--- src/rtl/maquina_expendedora_multi_pkg.sv ---
// Shared definitions for the multi-denomination vending controller:
// coin codes and their values, and the FSM state encoding.
package maquina_pkg;

  // Coin codes, shared by the coin acceptor input and the change output.
  localparam logic [1:0] MONEDA_1  = 2'd0;
  localparam logic [1:0] MONEDA_2  = 2'd1;
  localparam logic [1:0] MONEDA_5  = 2'd2;
  localparam logic [1:0] MONEDA_10 = 2'd3;

  // Controller states.
  localparam logic [1:0] EST_IDLE    = 2'd0;  // no credit held
  localparam logic [1:0] EST_CREDITO = 2'd1;  // credit held, waiting for user
  localparam logic [1:0] EST_ENTREGA = 2'd2;  // one-cycle product dispense
  localparam logic [1:0] EST_CAMBIO  = 2'd3;  // streaming change coins

  // Value in credit units of a coin code.
  function automatic logic [3:0] valor_moneda(input logic [1:0] tipo);
    case (tipo)
      MONEDA_1:  valor_moneda = 4'd1;
      MONEDA_2:  valor_moneda = 4'd2;
      MONEDA_5:  valor_moneda = 4'd5;
      default:   valor_moneda = 4'd10;
    endcase
  endfunction

endpackage

--- src/rtl/maquina_expendedora_multi_calc_cambio.sv ---
// Greedy change selector: picks the largest coin whose value does not
// exceed the remaining credit. Purely combinational.
module calc_cambio
  import maquina_pkg::*;
#(
  parameter int CRED_W = 8
) (
  input  logic [CRED_W-1:0] credito,
  output logic [1:0]        tipo,
  output logic [CRED_W-1:0] valor
);

  // Largest-first coin choice; a unit coin always fits, so change is exact.
  // NOTE: every output gets a value on every path, otherwise a latch is inferred.
  always_comb begin
    if (credito >= CRED_W'(10))     tipo = MONEDA_10;
    else if (credito >= CRED_W'(5)) tipo = MONEDA_5;
    else if (credito >= CRED_W'(2)) tipo = MONEDA_2;
    else                            tipo = MONEDA_1;
    valor = CRED_W'(valor_moneda(tipo));
  end

endmodule

--- src/rtl/maquina_expendedora_multi.sv ---
// Vending-machine controller: multi-denomination coin intake with a credit
// ceiling, N_PROD priced products, cancel/refund, and change paid out as a
// largest-first coin stream. All outputs are registered.
module maquina_expendedora_multi
  import maquina_pkg::*;
#(
  parameter int CRED_W     = 8,
  parameter int MAX_CREDIT = 100,
  parameter int N_PROD     = 4,
  parameter int PROD_W     = (N_PROD > 1) ? $clog2(N_PROD) : 1,
  parameter logic [N_PROD*CRED_W-1:0] PRECIOS = {8'd15, 8'd12, 8'd8, 8'd5}
) (
  input  logic              clk,
  input  logic              reset_n,
  input  logic              moneda_valida,
  input  logic [1:0]        moneda_tipo,
  input  logic              seleccion_valida,
  input  logic [PROD_W-1:0] seleccion,
  input  logic              cancelar,
  output logic              producto_valido,
  output logic [PROD_W-1:0] producto,
  output logic              cambio_valido,
  output logic [1:0]        cambio_tipo,
  output logic [CRED_W-1:0] credito,
  output logic              rechazo_moneda,
  output logic              sin_credito,
  output logic              ocupado
);

  localparam int N_IDX = 2 ** PROD_W;

  // Parameter sanity checks at elaboration.
  if (MAX_CREDIT >= 2 ** CRED_W) begin : g_chk_max
    $error("MAX_CREDIT does not fit in CRED_W bits");
  end
  if (CRED_W < 4) begin : g_chk_w
    $error("CRED_W must hold the largest coin value (10)");
  end
  if (N_IDX < N_PROD) begin : g_chk_pw
    $error("PROD_W too narrow for N_PROD");
  end
  for (genvar p = 0; p < N_PROD; p++) begin : g_chk_precio
    if (PRECIOS[p*CRED_W +: CRED_W] > MAX_CREDIT) begin : g_err
      $error("product price exceeds MAX_CREDIT");
    end
  end

  // Price and index-valid tables over the full selector range, so an
  // out-of-range index simply looks up an invalid entry.
  logic [CRED_W-1:0] precio_tab [N_IDX];
  logic [N_IDX-1:0]  indice_ok;

  for (genvar i = 0; i < N_IDX; i++) begin : g_precios
    if (i < N_PROD) begin : g_val
      assign precio_tab[i] = PRECIOS[i*CRED_W +: CRED_W];
      assign indice_ok[i]  = 1'b1;
    end else begin : g_inv
      assign precio_tab[i] = '0;
      assign indice_ok[i]  = 1'b0;
    end
  end

  logic [1:0]        estado, estado_sig;
  logic [CRED_W-1:0] credito_sig;
  logic [PROD_W-1:0] producto_sig;
  logic [1:0]        cambio_tipo_sig;
  logic              producto_valido_sig, cambio_valido_sig;
  logic              rechazo_sig, sin_credito_sig, ocupado_sig;

  logic [1:0]        cambio_tipo_calc;
  logic [CRED_W-1:0] cambio_valor;
  logic [CRED_W:0]   suma;
  logic              moneda_cabe, puede_vender;

  calc_cambio #(.CRED_W(CRED_W)) u_calc_cambio (
    .credito (credito),
    .tipo    (cambio_tipo_calc),
    .valor   (cambio_valor)
  );

  // One bit wider than the credit register so the ceiling test cannot wrap.
  assign suma         = {1'b0, credito} + (CRED_W+1)'(valor_moneda(moneda_tipo));
  assign moneda_cabe  = (suma <= (CRED_W+1)'(MAX_CREDIT));
  assign puede_vender = indice_ok[seleccion] && (credito >= precio_tab[seleccion]);

  // Next-state and next-output decision; cancel beats select beats coin.
  always_comb begin
    estado_sig          = estado;
    credito_sig         = credito;
    producto_sig        = producto;
    cambio_tipo_sig     = cambio_tipo;
    producto_valido_sig = 1'b0;
    cambio_valido_sig   = 1'b0;
    rechazo_sig         = 1'b0;
    sin_credito_sig     = 1'b0;
    case (estado)
      EST_IDLE, EST_CREDITO: begin
        if (cancelar) begin
          rechazo_sig = moneda_valida;
          if (credito != '0) estado_sig = EST_CAMBIO;
        end else if (seleccion_valida) begin
          rechazo_sig = moneda_valida;
          if (puede_vender) begin
            estado_sig          = EST_ENTREGA;
            credito_sig         = credito - precio_tab[seleccion];
            producto_valido_sig = 1'b1;
            producto_sig        = seleccion;
          end else begin
            sin_credito_sig = 1'b1;
          end
        end else if (moneda_valida) begin
          if (moneda_cabe) begin
            credito_sig = suma[CRED_W-1:0];
            estado_sig  = EST_CREDITO;
          end else begin
            rechazo_sig = 1'b1;
          end
        end
      end
      EST_ENTREGA: begin
        rechazo_sig = moneda_valida;
        estado_sig  = (credito != '0) ? EST_CAMBIO : EST_IDLE;
      end
      EST_CAMBIO: begin
        rechazo_sig = moneda_valida;
        if (credito == '0) begin
          estado_sig = EST_IDLE;
        end else begin
          cambio_valido_sig = 1'b1;
          cambio_tipo_sig   = cambio_tipo_calc;
          credito_sig       = credito - cambio_valor;
          if (credito == cambio_valor) estado_sig = EST_IDLE;
        end
      end
      default: estado_sig = EST_IDLE;
    endcase
  end

  assign ocupado_sig = (estado_sig == EST_ENTREGA) || (estado_sig == EST_CAMBIO);

  // State and output registers; reset aborts any dispense or change in flight.
  // NOTE: sequential state uses non-blocking assignments so every flop samples pre-edge values.
  always_ff @(posedge clk or negedge reset_n) begin
    if (!reset_n) begin
      estado          <= EST_IDLE;
      credito         <= '0;
      producto        <= '0;
      cambio_tipo     <= MONEDA_1;
      producto_valido <= 1'b0;
      cambio_valido   <= 1'b0;
      rechazo_moneda  <= 1'b0;
      sin_credito     <= 1'b0;
      ocupado         <= 1'b0;
    end else begin
      estado          <= estado_sig;
      credito         <= credito_sig;
      producto        <= producto_sig;
      cambio_tipo     <= cambio_tipo_sig;
      producto_valido <= producto_valido_sig;
      cambio_valido   <= cambio_valido_sig;
      rechazo_moneda  <= rechazo_sig;
      sin_credito     <= sin_credito_sig;
      ocupado         <= ocupado_sig;
    end
  end

endmodule

--- config.mk ---
export PLATFORM = sky130hd
export DESIGN_NAME = maquina_expendedora_multi
export DESIGN_NICKNAME = d
export VERILOG_FILES = /design/src/rtl/maquina_expendedora_multi_pkg.sv /design/src/rtl/maquina_expendedora_multi_calc_cambio.sv /design/src/rtl/maquina_expendedora_multi.sv
export SDC_FILE = /design/constraint.sdc
export NUM_CORES = 1
export LEC_CHECK = 0
export ABC_AREA = 1
export BUFFER_PORTS_ARGS = -buffer_cell sky130_fd_sc_hd__buf_2
export CORE_MARGIN = 3
export CORE_UTILIZATION = 35
export DETAILED_ROUTE_END_ITERATION = 6
export SLEW_MARGIN = 40
export SYNTH_ARGS = -nofsm -noshare
export SYNTH_HDL_FRONTEND = slang
export SYNTH_SLANG_ARGS = --single-unit
--- constraint.sdc ---
create_clock -name clk -period 2.6 [get_ports clk]
set_clock_uncertainty 0.1 [all_clocks]
set_input_delay 0.78 -clock clk [delete_from_list [all_inputs] [get_ports clk]]
set_output_delay 0.78 -clock clk [all_outputs]
set_load 0.05 [all_outputs]
# [After elaboration in Yosys (flattened, before gate mapping)]
# Cells that the tools add are included.
[op_classes] addsub=3 magnitude_cmp=7 eq_ne=15 n_mux=42 bitwise_logic=3 n_reduce_logical=13
[op_table] operator="two-way mux 8 bit" n=8
[op_table] operator="one-hot mux 4 bit (3 select lines)" n=2
[op_table] operator="two-way mux 2 bit" n=11
[op_table] operator="binary-select mux 8 bit (select 2 bit)" n=1
[op_table] operator="two-way mux 1 bit" n=16
[op_table] operator="one-hot mux 8 bit (2 select lines)" n=1
[op_table] operator="== test 2 bit (second input constant)" n=6
[op_table] operator="adder 8 x 4 -> 9 bit" n=1
[op_table] operator="<= comparator 9 x 7 -> 1 bit (second input constant)" n=1
[op_table] operator="!= test 3 bit (second input constant)" n=3
[op_table] operator="== test 8 x 4 -> 1 bit" n=1
[op_table] operator="greater-or-equal comparator 8 x 2 -> 1 bit (second input constant)" n=1
[op_table] operator="greater-or-equal comparator 8 x 3 -> 1 bit (second input constant)" n=1
[op_table] operator="greater-or-equal comparator 8 x 4 -> 1 bit (second input constant)" n=1
[op_table] operator="greater-or-equal comparator 8 bit" n=1
[op_table] operator="logical NOT 8 bit" n=1
[op_table] operator="nonzero test 8 bit" n=1
[op_table] operator="subtractor 8 x 4 -> 8 bit" n=1
[op_table] operator="subtractor 8 bit" n=1
[op_table] operator="== test 2 x 1 -> 1 bit (second input constant)" n=3
[op_table] operator="logical NOT 2 bit" n=3
[op_table] operator="one-hot mux 2 bit (3 select lines)" n=1
[op_table] operator="AND reduction 6 bit" n=1
[op_table] operator="!= test 2 bit (second input constant)" n=2
[op_table] operator="12 further kinds" n=14
[totals] ff_bits=19 elab_cells=92

# [Depth between registers and ports, before layout]
[depth] ltp_word=12 mapped_depth=20 ltp_nobuf=19

# [By module]
# Synthesis repeated with hierarchy kept, for this count alone.
[hier_totals] hier_cells=320 hier_area_um2=2079.5
[modules_own_cells] mod="maquina_expendedora_multi" n_inst=1 cells_per_inst=292 area_per_inst_um2=1925.6
[modules_own_cells] mod="calc_cambio" n_inst=1 cells_per_inst=28 area_per_inst_um2=153.9

# [Worst setup path before layout]
# Ideal clock, no wire load.
[synth_timing] kind="reg-to-reg" from="register credito[5]" to="register credito[6]" setup_ps=66 t_arrival_ps=2920 setup_slack_ps=-486 stages_incl_launch_ff=20 n_path_buf=1 synth_period_minus_slack_ps=3086 cell_sequence="dfrtp_1 buf_6 nor2_2 nand3_2 nand3b_1 o21ai_0 nand2_1 nand2_1 ha_1 inv_1 fa_1 nand2_1 inv_1 o21ai_0 nand2_1 a21oi_1 o21ai_0 nand2_1 nand3_1 nand2_1"
[synth_via] elab_chain_cells=9
[synth_lines] element="start: declaration" line="maquina_expendedora_multi.sv:24" source="output logic [CRED_W-1:0] credito,"
[synth_lines] element="start signal: assignment" line="maquina_expendedora_multi.sv:156" source="credito <= credito_sig;"
[synth_lines] element="greater-or-equal comparator 8 x 2 -> 1 bit" line="maquina_expendedora_multi_calc_cambio.sv:18" source="else if (credito >= CRED_W'(2)) tipo = MONEDA_2;"
[synth_lines] element="two-way mux 1 bit" line="maquina_expendedora_multi_calc_cambio.sv:18"
[synth_lines] element="two-way mux 2 bit" line="maquina_expendedora_multi_calc_cambio.sv:17" source="else if (credito >= CRED_W'(5)) tipo = MONEDA_5;"
[synth_lines] element="two-way mux 2 bit" line="maquina_expendedora_multi_calc_cambio.sv:16" source="if (credito >= CRED_W'(10)) tipo = MONEDA_10;"
[synth_lines] element="== test 2 bit, or another cell as far along" line="maquina_expendedora_multi_pkg.sv:19" source="case (tipo)"
[synth_lines] element="one-hot mux 4 bit (3 select lines)" line="maquina_expendedora_multi_pkg.sv:19"
[synth_lines] element="subtractor 8 x 4 -> 8 bit" line="maquina_expendedora_multi.sv:131" source="credito_sig = credito - cambio_valor;"
[synth_lines] element="two-way mux 8 bit" line="maquina_expendedora_multi.sv:126" source="if (credito == '0) begin"
[synth_lines] element="one-hot mux 8 bit (2 select lines)" line="maquina_expendedora_multi.sv:96" source="case (estado)"
# Parallel ways exist; a longest one is shown, timed or not. The select of a mux whose other input is x is not followed.
# A chain may end at the register's enable or synchronous reset.

# [Worst setup path after layout]
[layout_timing] from="register credito[6]" to="register credito[6]"
# Same word-level chain as after synthesis.

==> results.json <==
{
  "run_status": "finished, violations left",
  "violations": "negative setup slack",
  "cpPeakStageDelay_ps": 420,
  "synth_area_leaders": "dfrtp_1 24%, nand2_1 21%, nand3_1 10%",
  "hp-class": "in -> async",
  "yosys.area.top_type_share": 0.240,
  "critPathMaxFanout": 3,
  "layout_common_cells": "95 x nand2_1, 48 x buf_4, 37 x nand3_1",
  "grt_first_pass_wirelength_um": 8920,
  "seqPwrFrac": 0.122,
  "cts_tree": "built",
  "detailed_place.area_um2": 2390,
  "ys_types": 27,
  "worst_slew_pin_slew_ps": 423,
  "hold_violations": 0,
  "crit_arrival_ps": 2710,
  "cts.sinks": 18,
  "syn_inst": 294,
  "drtAntennaViolNets": 0,
  "synth-seq-area-share": 0.240,
  "drive_gt1_frac": 0.359,
  "antenna_found_initial": 0,
  "synth_top_area_cell": "dfrtp_1",
  "power_switching_share": 0.535,
  "worst_ep_required_time_ps": 2690,
  "crit_chain": "nor2_4 -> nand3_4 -> buf_4 -> nor2_4 -> o21ai_2 -> nand2_2 -> nand2_2 -> buf_4 -> fa_2 -> nand2_2 -> inv_2 -> o21ai_4 -> nand2_2 -> a21oi_2 -> o21ai_1 -> nand2_1 -> nand3_1 -> nand2_1",
  "yosysWarnings": 0,
  "max_freq_mhz": 383,
  "final_util": 0.524,
  "htreeDepth": 1,
  "row_count": 26,
  "clock_latency_ps": 260,
  "area_growth_pct": 43.3,
  "rsz0062_at_grt": "yes",
  "die_h_um": 79.3,
  "leakage_nw": 1.42,
  "grt_pass1_vias": 1921,
  "power_mw": 4.02,
  "n_fill_cell": 539,
  "combPwrFrac": 0.821,
  "cp_common_cell": "nand2_2",
  "coreArea_um2": 5140,
  "synth-seq-cells": 18,
  "ir_drop_v": 0.000942,
  "avgSynthCellArea_um2": 6.39,
  "crit_type": "reg -> reg",
  "setup_viol": 1,
  "fin_cells": 438,
  "placement.io_buffers": 25,
  "hpwl_um": 4280,
  "wl_per_cell_um": 12.8,
  "max_slew_margin": 0.718,
  "dp_slack_ps": -274,
  "drv_cap": 0,
  "slew_violations": 0,
  "numCtsBuffers": 3,
  "start_util": 0.366,
  "clockBufferDepth": 2,
  "routed_wl_um": 5620,
  "cp-start-kind": "register",
  "synth_nets": 321,
  "drc": 0,
  "drt_iter0_markers": 162,
  "timing.final.ws_setup_ps": -10.4,
  "placedCellCount": 425,
  "p_int_mw": 1.87,
  "critical_path.endpoint_type": "register",
  "nNetsFinal": 396,
  "setup-tns-final_ps": -10.4,
  "syn_area_um2": 1880,
  "dieArea_um2": 6280,
  "cpMaxStageDelayCell": "dfrtp_2",
  "cts_root_buf": "clkbuf_8",
  "hold_ws_ps": 350,
  "diodes": 0,
  "grt_usage": 0.177,
  "drt_pass1_iterations": 5,
  "design_area_um2": 2690,
  "gp_congestion": 0.911,
  "mostFrequentLayoutCell": "nand2_1",
  "grt_max_degree": 19,
  "grt_overflow": 0,
  "fin_crit_sh": 1.00,
  "clkTransAtPathRegs_ps": 70,
  "power_density_nw_per_um2": 1490,
  "r2r_cells": 18,
  "via_per_inst": 4.87,
  "p_switching_mw": 2.15,
  "ios": 26,
  "die_w_um": 79.3,
  "via_count": 2133,
  "pwr-share-clk": 0.058,
  "final.min_clock_period_ps": 2610
}
-- power groups by stage --
stage | sequential [mW] | combinational (mW) | clock [mW]
final | 0.490 | 3.30 | 0.232
after global routing | 0.505 | 3.63 | 0.245
after CTS | 0.482 | 2.94 | 0.236
after detailed placement | 0.485 | 2.75 | 0
after global placement | 0.489 | 2.72 | 0
after floorplan | 0.873 | 1.44 | 0
-- worst max-delay path, delay by kind of cell (launching register included) --
family,cells,cell delay [ps]
AND/OR/NAND/NOR,10,870
AO/OA/AOI/OAI,4,420
flip-flops,1,420
buffers and inverters,3,360
adder cells (fa/ha/maj),1,360
-- logic make-up (layout without fill, tap and decap cells) --
logic type,after synthesis,count (layout),share of synthesized area
multiplexers,1,1,0.00533
AO/OA/AOI/OAI,31,31,0.0879
XOR/XNOR,1,1,0.00466
buffers and inverters,46,119,0.101
AND/OR/NAND/NOR,179,180,0.429
flip-flops,18,18,0.240
adder cells (fa/ha/maj),18,18,0.132
-- final timing paths --
| check | slack (ps) | start | to |
|---|---|---|---|
| hold / removal | 350 | reset_n | rechazo_moneda$_DFF_PN0_ |
| max in group asynchronous | 1730 | reset_n | credito[5]$_DFFE_PN0P_ |
| min in group clk | 390 | cambio_tipo[1]$_DFFE_PN0P_ | cambio_tipo[1]$_DFFE_PN0P_ |
| hold reg to reg | 390 | cambio_tipo[1]$_DFFE_PN0P_ | cambio_tipo[1]$_DFFE_PN0P_ |
| setup / recovery | -10 | credito[6]$_DFFE_PN0P_ | credito[6]$_DFFE_PN0P_ |
| setup reg to reg | -10 | credito[6]$_DFFE_PN0P_ | credito[6]$_DFFE_PN0P_ |
-- layout make-up --
cell class,count,area (um^2),area share
flip-flops and latches,18,457,0.170
clock buffers,4,55.1,0.0204
well taps,70,87.6,0.0325
multi-input cells,231,1440,0.536
inverters,41,154,0.0572
repair buffers,74,497,0.184
-- synthesized netlist by cell type, drive strengths merged --
| cell type | count |
|---|---|
| nand2 | 111 |
| nand3 | 42 |
| inv | 41 |
| o21ai | 20 |
| nor2 | 19 |
| dfrtp | 18 |
| ha | 15 |
| a21oi | 8 |
| buf | 3 |
| fa | 3 |
| nand4 | 3 |
| clkbuf | 2 |
| nand3b | 2 |
| nor3 | 2 |
| mux2i | 1 |
| o211ai | 1 |
| o311ai | 1 |
| o32ai | 1 |
| xor2 | 1 |
-- layer usage --
metal	global-route usage	routed length (um)	up-vias
met5	0	0	-
met1	0.243	2630	968
met2	0.297	2670	61
met3	0.0295	267	6
met4	0.0309	44	0
li1	-	-	1098
-- repair_timing --
action                     in CTS  in global routing
cloned                          0                  1
setup endpoints to repair       5                 14
pin swaps                       9                 14
hold buffers                    0                  0
resized for setup              12                 33
buffers inserted                6                  2
Power figures use the tool's default switching activity.
